==> src/rtl/mmio_pkg.sv <==
// Address map, status bit positions, IRQ code and UART state encoding shared by the MMIO block.
package mmio_pkg;
    localparam logic [63:0] ART_BASE = 64'h0000_0000_8000_0000;
    localparam logic [63:0] ART_STAT = 64'h0000_0000_8000_0008;
    localparam logic [63:0] KEY_BASE = 64'h0000_0000_8000_0010;

    localparam int ST_FULL = 0;
    localparam int ST_BUSY = 1;
    localparam int ST_KEYV = 2;
    localparam int ST_OVF  = 3;
    localparam int ST_LOST = 4;

    localparam logic [3:0] IRQ_KEY = 4'd1;

    typedef enum logic [1:0] {IDLE, START, DATA, STOP} uart_state_e;
endpackage

==> src/rtl/sync_fifo.sv <==
// Generic synchronous FIFO with wrap-bit pointers; pop data is combinational from the head entry.
// No internal guarding: caller pushes only when !full (or popping) and pops only when !empty.
module sync_fifo #(
    parameter int WIDTH = 8,
    parameter int DEPTH = 8
) (
    input  logic             clk,
    input  logic             rst_n,
    input  logic             push,
    input  logic [WIDTH-1:0] push_dat,
    input  logic             pop,
    output logic [WIDTH-1:0] pop_dat,
    output logic             full,
    output logic             empty
);
    localparam int AW = $clog2(DEPTH);

    logic [WIDTH-1:0] mem [DEPTH];
    logic [AW:0]      wr_ptr_q, wr_ptr_d;
    logic [AW:0]      rd_ptr_q, rd_ptr_d;

    always_comb begin
        wr_ptr_d = wr_ptr_q;
        rd_ptr_d = rd_ptr_q;
        if (push) wr_ptr_d = wr_ptr_q + 1'b1;
        if (pop)  rd_ptr_d = rd_ptr_q + 1'b1;
    end

    always_ff @(posedge clk or negedge rst_n) begin
        if (!rst_n) begin
            wr_ptr_q <= '0;
            rd_ptr_q <= '0;
        end else begin
            wr_ptr_q <= wr_ptr_d;
            rd_ptr_q <= rd_ptr_d;
        end
    end

    always_ff @(posedge clk) begin
        if (push) mem[wr_ptr_q[AW-1:0]] <= push_dat;
    end

    assign pop_dat = mem[rd_ptr_q[AW-1:0]];
    assign empty   = (wr_ptr_q == rd_ptr_q);
    assign full    = (wr_ptr_q[AW] != rd_ptr_q[AW]) && (wr_ptr_q[AW-1:0] == rd_ptr_q[AW-1:0]);
endmodule

==> src/rtl/mmio_uart_key.sv <==
// MMIO decode for a FIFO-fed 8N1 UART transmitter and a key latch with IRQ; reads return one cycle after acceptance.
// Bus accesses are edge-triggered and never stall; TX writes to a full FIFO are dropped and flagged sticky.
module mmio_uart_key
    import mmio_pkg::*;
#(
    parameter int BAUD_DIV = 434,
    parameter int TX_DEPTH = 8
) (
    input  logic        clk,
    input  logic        reset,
    input  logic [63:0] bus_address,
    input  logic [63:0] bus_write_data,
    input  logic        bus_write_enable,
    input  logic        bus_read_enable,
    output logic [63:0] bus_read_data,
    output logic [3:0]  interrupt_vector,
    input  logic        interrupt_done,
    input  logic        key_strobe,
    input  logic [7:0]  key_data,
    output logic        uart_tx
);
    localparam int CW = $clog2(BAUD_DIV);
    localparam logic [CW-1:0] CNT_MAX = CW'(BAUD_DIV - 1);

    logic        we_hist_q, we_hist_d, re_hist_q, re_hist_d;
    logic        key_valid_q, key_valid_d;
    logic [7:0]  key_byte_q, key_byte_d;
    logic        tx_ovf_q, tx_ovf_d, key_lost_q, key_lost_d;
    logic [63:0] rd_data_q, rd_data_d;
    logic [63:0] status_word;
    logic        wr_acc, rd_acc, tx_wr, push, pop, fifo_full, fifo_empty;
    logic [7:0]  pop_dat;

    uart_state_e state_q;
    logic [CW-1:0] cnt_q;
    logic [2:0]  bit_q;
    logic [7:0]  shreg_q;
    logic        uart_tx_q;

    logic unused_wdata;
    assign unused_wdata = ^bus_write_data[63:8];

    sync_fifo #(.WIDTH(8), .DEPTH(TX_DEPTH)) u_tx_fifo (
        .clk      (clk),
        .rst_n    (reset),
        .push     (push),
        .push_dat (bus_write_data[7:0]),
        .pop      (pop),
        .pop_dat  (pop_dat),
        .full     (fifo_full),
        .empty    (fifo_empty)
    );

    // A pop frees a slot in the same cycle, so a write to a full FIFO still lands then.
    always_comb begin
        pop    = !fifo_empty && ((state_q == IDLE) || (state_q == STOP && cnt_q == CNT_MAX));
        wr_acc = bus_write_enable && !we_hist_q;
        rd_acc = bus_read_enable && !re_hist_q;
        tx_wr  = wr_acc && (bus_address == ART_BASE);
        push   = tx_wr && (!fifo_full || pop);
        we_hist_d = bus_write_enable;
        re_hist_d = bus_read_enable;

        status_word          = '0;
        status_word[ST_FULL] = fifo_full;
        status_word[ST_BUSY] = (state_q != IDLE) || !fifo_empty;
        status_word[ST_KEYV] = key_valid_q;
        status_word[ST_OVF]  = tx_ovf_q;
        status_word[ST_LOST] = key_lost_q;

        rd_data_d = rd_data_q;
        if (rd_acc) begin
            case (bus_address)
                ART_STAT: rd_data_d = status_word;
                KEY_BASE: rd_data_d = {56'b0, key_byte_q};
                default:  rd_data_d = '0;
            endcase
        end

        // Sticky sets take priority over the read-clear in the same cycle.
        tx_ovf_d   = tx_ovf_q;
        key_lost_d = key_lost_q;
        if (rd_acc && bus_address == ART_STAT) begin
            tx_ovf_d   = 1'b0;
            key_lost_d = 1'b0;
        end
        if (tx_wr && !push) tx_ovf_d = 1'b1;

        key_valid_d = key_valid_q;
        key_byte_d  = key_byte_q;
        if (key_strobe) begin
            key_byte_d  = key_data;
            key_valid_d = 1'b1;
            if (key_valid_q) key_lost_d = 1'b1;
        end else if ((rd_acc && bus_address == KEY_BASE) || interrupt_done) begin
            key_valid_d = 1'b0;
        end
    end

    always_ff @(posedge clk or negedge reset) begin
        if (!reset) begin
            we_hist_q   <= 1'b0;
            re_hist_q   <= 1'b0;
            key_valid_q <= 1'b0;
            key_byte_q  <= '0;
            tx_ovf_q    <= 1'b0;
            key_lost_q  <= 1'b0;
            rd_data_q   <= '0;
        end else begin
            we_hist_q   <= we_hist_d;
            re_hist_q   <= re_hist_d;
            key_valid_q <= key_valid_d;
            key_byte_q  <= key_byte_d;
            tx_ovf_q    <= tx_ovf_d;
            key_lost_q  <= key_lost_d;
            rd_data_q   <= rd_data_d;
        end
    end

    always_ff @(posedge clk or negedge reset) begin
        if (!reset) begin
            state_q   <= IDLE;
            cnt_q     <= '0;
            bit_q     <= '0;
            shreg_q   <= '0;
            uart_tx_q <= 1'b1;
        end else begin
            case (state_q)
                IDLE: begin
                    if (pop) begin
                        shreg_q   <= pop_dat;
                        cnt_q     <= '0;
                        state_q   <= START;
                        uart_tx_q <= 1'b0;
                    end
                end
                START: begin
                    if (cnt_q == CNT_MAX) begin
                        cnt_q     <= '0;
                        bit_q     <= '0;
                        state_q   <= DATA;
                        uart_tx_q <= shreg_q[0];
                    end else begin
                        cnt_q <= cnt_q + CW'(1);
                    end
                end
                DATA: begin
                    if (cnt_q == CNT_MAX) begin
                        cnt_q <= '0;
                        if (bit_q == 3'd7) begin
                            state_q   <= STOP;
                            uart_tx_q <= 1'b1;
                        end else begin
                            bit_q     <= bit_q + 3'd1;
                            shreg_q   <= {1'b0, shreg_q[7:1]};
                            uart_tx_q <= shreg_q[1];
                        end
                    end else begin
                        cnt_q <= cnt_q + CW'(1);
                    end
                end
                STOP: begin
                    if (cnt_q == CNT_MAX) begin
                        cnt_q <= '0;
                        if (pop) begin
                            shreg_q   <= pop_dat;
                            state_q   <= START;
                            uart_tx_q <= 1'b0;
                        end else begin
                            state_q   <= IDLE;
                            uart_tx_q <= 1'b1;
                        end
                    end else begin
                        cnt_q <= cnt_q + CW'(1);
                    end
                end
                default: state_q <= IDLE;
            endcase
        end
    end

    assign bus_read_data    = rd_data_q;
    assign interrupt_vector = key_valid_q ? IRQ_KEY : 4'd0;
    assign uart_tx          = uart_tx_q;
endmodule

==> config.mk <==
export PLATFORM = sky130hd
export DESIGN_NAME = mmio_uart_key
export DESIGN_NICKNAME = d
export VERILOG_FILES = /design/src/rtl/mmio_pkg.sv /design/src/rtl/sync_fifo.sv /design/src/rtl/mmio_uart_key.sv
export SDC_FILE = /design/constraint.sdc
export NUM_CORES = 1
export LEC_CHECK = 0
export BUFFER_PORTS_ARGS = -buffer_cell sky130_fd_sc_hd__buf_2
export CAP_MARGIN = 20
export CELL_PAD_IN_SITES_DETAIL_PLACEMENT = 0
export CELL_PAD_IN_SITES_GLOBAL_PLACEMENT = 2
export CORE_UTILIZATION = 31
export DETAILED_ROUTE_END_ITERATION = 6
export GPL_ROUTABILITY_DRIVEN = 1
export PLACE_DENSITY_LB_ADDON = 0.3
export SLEW_MARGIN = 20
export SYNTH_ARGS = -nofsm -noshare
export SYNTH_HDL_FRONTEND = slang
export SYNTH_SLANG_ARGS = --single-unit
==> constraint.sdc <==
create_clock -name clk -period 4 [get_ports clk]
set_clock_uncertainty 0.2 [all_clocks]
set_input_delay 0.8 -clock clk [delete_from_list [all_inputs] [get_ports clk]]
set_output_delay 0.8 -clock clk [all_outputs]
set_load 0.005 [all_outputs]
==> results of run 1 <==
-- flip-flops by register name (all words and copies together) (netlist names) --
signal / cells
u_tx_fifo.mem: 64
cnt_q: 9
bus_read_data: 8
key_byte_q: 8
shreg_q: 8
u_tx_fifo.rd_ptr_q: 4
u_tx_fifo.wr_ptr_q: 4
bit_q: 3
state_q: 2
key_lost_q: 1
key_valid_q: 1
re_hist_q: 1
tx_ovf_q: 1
uart_tx: 1
we_hist_q: 1
-- metal layers --
layer  global-route usage, %  vias to the layer above  part of all wire (%)
li1                        -                     1741                     -
met1                    17.1                     1801                    43
met2                    24.0                      102                    52
met3                    3.68                       17                   3.6
met4                    6.96                        0                   1.8
met5                       0                        -                     0
-- per-stage QoR --
stage	std cells	hold slack, ns
after floorplan	495	0.259
after global placement	755	0.268
after detailed placement	755	0.275
after CTS	787	0.199
after global routing	787	0.233
final	787	0.200
-- layout make-up --
class	count	area [um^2]	area share [%]
sequential	116	3220	46.9
multi-input combinational	294	2110	30.7
timing repair buffer	107	566	8.23
clock buffer	18	429	6.24
tap	229	287	4.17
clock inverter	14	224	3.26
inverter	9	33.8	0.492
-- Yosys cell counts, drive strengths merged (5+ instances only) --
| library cell | number | area (um^2) |
|---|---|---|
| a22o | 8 | 70.1 |
| a22oi | 5 | 37.5 |
| clkbuf | 8 | 32.5 |
| inv | 9 | 33.8 |
| edfxtp | 64 | 1920 |
| nand2 | 37 | 139 |
| mux2i | 8 | 80.1 |
| ha | 11 | 138 |
| o21ai | 30 | 150 |
| nor3 | 7 | 35.0 |
| nor2 | 13 | 48.8 |
| nand4 | 7 | 43.8 |
| xnor2 | 9 | 78.8 |
| dfrtp | 51 | 1280 |
| mux2 | 18 | 203 |
| nand3 | 7 | 47.6 |
| mux4 | 16 | 360 |
| buf | 68 | 490 |
| nor4 | 15 | 109 |
-- power groups by stage --
stage	registers, mW	logic, mW	clock network (mW)
final	1.28	0.0933	1.67
after global routing	1.28	0.111	1.75
after CTS	1.28	0.0945	1.70
after detailed placement	1.30	0.0940	0
after global placement	1.30	0.0918	0
after floorplan	1.30	0.0733	0
-- critical path, cell delays in order --
cell and delay (ns):
buf_2 0.10, nor4_1 0.33, nand4_1 0.20, nor4_4 0.63, nand3_4 0.23, nor4b_1 0.39
buf_4 0.27
-- logic make-up after synthesis --
group	after synthesis	synth area share, %
AOI/OAI and AO/OA	64	7.28
and+or+nand+nor	107	10.5
xor gates and xnor gates	11	1.70
muxes	42	11.3
other	1	0.0661
DFF	116	56.8
buffers and inverters	85	9.81
adders and majority gates	11	2.43
-- final timing paths --
kind	slack (ns)	to	depth (start not counted)
max in group asynchronous	2.58	bus_read_data[3]$_DFFE_PN0P_	2
setup reg to reg	1.12	u_tx_fifo.mem[4][1]$_DFFE_PP_	6
setup / recovery	0.97	u_tx_fifo.mem[4][1]$_DFFE_PP_	7
hold reg to reg	0.28	bus_read_data[7]$_DFFE_PN0P_	2
hold / removal	0.20	key_lost_q$_DFF_PN0_	1
min in group clk	0.28	bus_read_data[7]$_DFFE_PN0P_	2
==> reports/qor.csv, run 1 <==
metric,value,unit
result of the run,"finished, final reports clean",
Clock Root Buffer,clkbuf_16,
CP Data Arrival Time,2.94,ns
number of post-CTS setup repair buffers,0,
Total Wirelength,12000,um
TritonCTS clock tree,done,
share of the core filled with cells,38.3,%
Peak Freq,0.330,GHz
crit end category,flip-flop,
number of diodes,0,
# setup viols final,0,
total grt overflow,0,
clock transition at the registers of the reported paths,0.06,ns
fraction of the yosys area taken by sequential cells,56.8,%
wire per inst,15.3,um
worst min-delay path category,in2async,
start of the worst register-to-register path,u_tx_fifo.rd_ptr_q[1]$_DFFE_PN0P_,
number of placement rows,49,
leakage power total,2.82,nW
clock buffer count from CTS,17,
die outline width,137,um
initial core utilization,31.6,%
yosys synthesis warning count,0,
kind of launch point of the worst setup path,primary input,
fraction of power consumed by combinational cells,3.1,%
via/cell ratio,4.65,
number of global-route vias before repair,3804,
Slew Limit Fails,0,
deepest clock path buffer count,2,
setup repair after global routing missed its margin,no,
"Top FF cell, synth",edfxtp_1,
required time at the worst-slack endpoint,3.91,ns
Rel. slew slack,44.7,%
total of max-cap violations,0,
number of antenna violations at the first check in global routing,0,
core box area,18000,um^2
number of distinct library cell variants in the gate-level netlist after synthesis,53,
Detailed Route Iter0 Violations,204,
Mapped Area,5670,um^2
post-synthesis register bit count,116,
cells resized by post-CTS repair,0,
most frequent standard cell in the layout excluding fill and tap cells,buf_2,
worst slack at placement,0.501,ns
minimum setup slack in the final design,0.971,ns
Post-Syn Instances,437,
fill cell count,1739,
number of hold violations in the final report,0,
Die H,137,um
Post-CTS Hold Fix Bufs,0,
final non-filler cell area,6870,um^2
highest-count cells in the layout ignoring fill and taps,"buf_2 (95), edfxtp_1 (64), conb_1 (59)",
setup TNS after final layout,0,ns
number of remaining DRC errors,0,
NetSw,0.611,mW
CTS H-tree depth,4,
pin count of the biggest net entering global routing,28,
clock period minus worst slack,3.03,ns
worst-skew pair later-pin latency,0.42,ns
Crit Path Max Fanout,9,
launching instance or port of the critical path,bus_address[43],
share of layout cells above drive strength 1,32.1,%
DP Wirelength,8510,um
Reg power frac,42.1,%
Area after DPL,6220,um^2
number of clock sinks seen by CTS,116,
P&R area growth vs syn,21.2,%
net switching fraction of the power,20.1,%
total routing usage reported by global routing,14.3,%
IO Count,211,
start-to-end type of the worst setup path,in2reg,
count of buffers from port buffering,95,
power density over the cells,442,nW/um^2
"Period Utilization, post-route",75.7,%
Initial DRT Pass Iterations,4,
"FFs w/ async S/R, synth",44.8,%
clock share of power,54.8,%
number of nets at the end of the flow,698,
Post-synth EDFFs,64,
highest ir drop seen on vdd,0.361,mV
full die area,18800,um^2
Post-DRT Antenna Nets,0,
overall power after layout,3.04,mW
internal power summed over all cells,2.43,mW
Routability Congestion,0.788,
Mapped Avg Cell Area,13.0,um^2
first-pass GRT wire length,19800,um
vias after detailed routing,3661,
worst-margin pin slew,0.824,ns
(Power assumes the default switching activity.)
==> run 2: changes to the inputs <==
==> constraint.sdc (replaced) <==
create_clock -name clk -period 2.9 [get_ports clk]
set_clock_uncertainty 0.2 [all_clocks]
set_input_delay 0.58 -clock clk [delete_from_list [all_inputs] [get_ports clk]]
set_output_delay 0.58 -clock clk [all_outputs]
set_load 0.005 [all_outputs]
==> run 2 against run 1 <==
Effect of this change:
- non-clock buffer count rose by 12
- count of clock-buffer cells in the layout fell by 1
- flip-flop and latch count did not move
- global-route usage barely moved
- first-iteration DRC count fell by 6.9%
- utilization rose by 0.25 points
- largest power group unchanged
==> reports/qor.csv, run 2 (synthesis results as in run 1) <==
metric,value,unit,change
Die H,137,um,unchanged
crit end category,flip-flop,,unchanged
Initial DRT Pass Iterations,6,,was 4
initial core utilization,31.6,%,unchanged
die outline width,137,um,unchanged
Total Wirelength,12100,um,was 12000 um
share of layout cells above drive strength 1,33.5,%,was 32.1%
number of remaining DRC errors,0,,unchanged
number of flip-flops in the largest register,64,,unchanged
pin count of the biggest net entering global routing,24,,was 28
clock transition at the registers of the reported paths,0.06,ns,about the same
Area after DPL,6310,um^2,was 6220 um^2
power density over the cells,576,nW/um^2,was 442 nW/um^2
first-pass GRT wire length,19900,um,was 19800 um
TritonCTS clock tree,done,,unchanged
wire per inst,15.2,um,was 15.3 um
number of antenna violations at the first check in global routing,0,,unchanged
total of max-cap violations,0,,unchanged
startpoint of the tightest hold check path,bus_write_enable,,
launching instance or port of the critical path,cnt_q[1]$_DFFE_PN0P_,,was bus_address[43]
start of the worst register-to-register path,cnt_q[1]$_DFFE_PN0P_,,was u_tx_fifo.rd_ptr_q[1]$_DFFE_PN0P_
# setup viols final,0,,unchanged
start-to-end type of the worst setup path,reg2reg,,was in2reg
highest ir drop seen on vdd,0.391,mV,was 0.361 mV
vias after detailed routing,3717,,was 3661
worst-skew pair later-pin latency,0.41,ns,was 0.42 ns
number of hold violations in the final report,0,,unchanged
Rel. slew slack,64.2,%,was 44.7%
Clock Root Buffer,clkbuf_16,,unchanged
worst-margin pin slew,0.535,ns,was 0.824 ns
DP Wirelength,8830,um,was 8510 um
total routing usage reported by global routing,14.4,%,was 14.3%
Detailed Route Iter0 Violations,190,,was 204
number of diodes,0,,unchanged
CTS H-tree depth,4,,unchanged
kind of launch point of the worst setup path,flip-flop,,was primary input
number of clock sinks seen by CTS,116,,unchanged
setup TNS after final layout,0,ns,unchanged
full die area,18800,um^2,unchanged
setup repair after global routing missed its margin,no,,unchanged
via/cell ratio,4.65,,about the same
clock period minus worst slack,2.60,ns,
highest-count cells in the layout ignoring fill and taps,"buf_2 (95), edfxtp_1 (64), conb_1 (59)",,unchanged
Slew Limit Fails,0,,unchanged
number of global-route vias before repair,3714,,was 3804
deepest clock path buffer count,2,,unchanged
Post-DRT Antenna Nets,0,,unchanged
"Period Utilization, post-route",89.6,%,
Peak Freq,0.385,GHz,
total grt overflow,0,,unchanged
worst min-delay path category,in2reg,,was in2async
result of the run,"finished, final reports clean",,unchanged
Routability Congestion,0.789,,was 0.788
number of nets at the end of the flow,710,,was 698
CP Data Arrival Time,2.52,ns,was 2.94 ns
fill cell count,1771,,was 1739
most frequent standard cell in the layout excluding fill and tap cells,buf_2,,unchanged
P&R area growth vs syn,21.9,%,was 21.2%
IO Count,211,,unchanged
count of buffers from port buffering,95,,unchanged
core box area,18000,um^2,unchanged
final non-filler cell area,6920,um^2,was 6870 um^2
Crit Path Max Fanout,9,,unchanged
leakage power total,2.86,nW,was 2.82 nW
clock buffer count from CTS,17,,unchanged
number of placement rows,49,,unchanged
required time at the worst-slack endpoint,2.82,ns,was 3.91 ns
run 2: worst paths after layout:
path	slack (ns)	endpoint	depth (start not counted)
min in group asynchronous	0.42	cnt_q[1]$_DFFE_PN0P_	2
worst min register to register	0.28	bus_read_data[7]$_DFFE_PN0P_	2
worst max register to register	0.30	u_tx_fifo.mem[6][2]$_DFFE_PP_	8
worst min-delay path	0.08	we_hist_q$_DFF_PN0_	1
worst max-delay path	0.30	u_tx_fifo.mem[6][2]$_DFFE_PP_	8
max in group asynchronous	1.46	shreg_q[5]$_DFFE_PN0P_	3
run 2: power breakdown:
part | internal (mW) | leakage (nW) | switching [mW] | total (mW)
Sequential | 1.76 | 1.26 | 0.00719 | 1.76
Combinational | 0.0590 | 1.30 | 0.0721 | 0.131
Clock | 1.29 | 0.291 | 0.802 | 2.09
run 2: cell type report:
cell class	count	area [um^2]	area share (%)
flip-flops and latches	116	3220	46.6
multi-input cells	294	2110	30.5
repair buffers	119	671	9.69
clock inverters	15	168	2.42
clock buffers	17	425	6.15
well taps	229	287	4.14
inverters	9	33.8	0.488
run 2: critical path, cell delays in order (launching register included):
cell	delay (ns)
dfrtp_1	0.39
inv_1	0.08
ha_1	0.16
and4b_1	0.29
nand3_1	0.13
nand3_1	0.27
nand3_4	0.17
nor4b_1	0.39
buf_4	0.23
run 2: per-layer routing:
layer / GRT usage [%] / part of all wire (%)
met1: 17.1 / 43
met2: 24.5 / 53
met5: 0 / 0
met3: 3.27 / 3.0
met4: 6.90 / 1.7
run 2: stage by stage:
stage	util (%)	std cells	setup WS (ns)	total power, mW	hold WS [ns]
detailed placement	35.2	766	-0.0140	1.93	0.276
finish	38.5	799	0.300	3.98	0.0832
global placement	35.2	766	-0.0291	1.92	0.264
CTS	38.5	799	0.271	4.03	0.0675
floorplan	-	495	-0.375	1.90	0.0844
global route	38.5	799	0.0553	4.12	0.0642
run 2: timing repair:
| action | CTS | global route |
|---|---|---|
| hold endpoints to repair | 12 | 0 |
| gates resized for setup | 0 | 0 |
| setup endpoints to repair | 0 | 0 |
| buffers inserted | 0 | 0 |
| hold buffers | 1 | 0 |
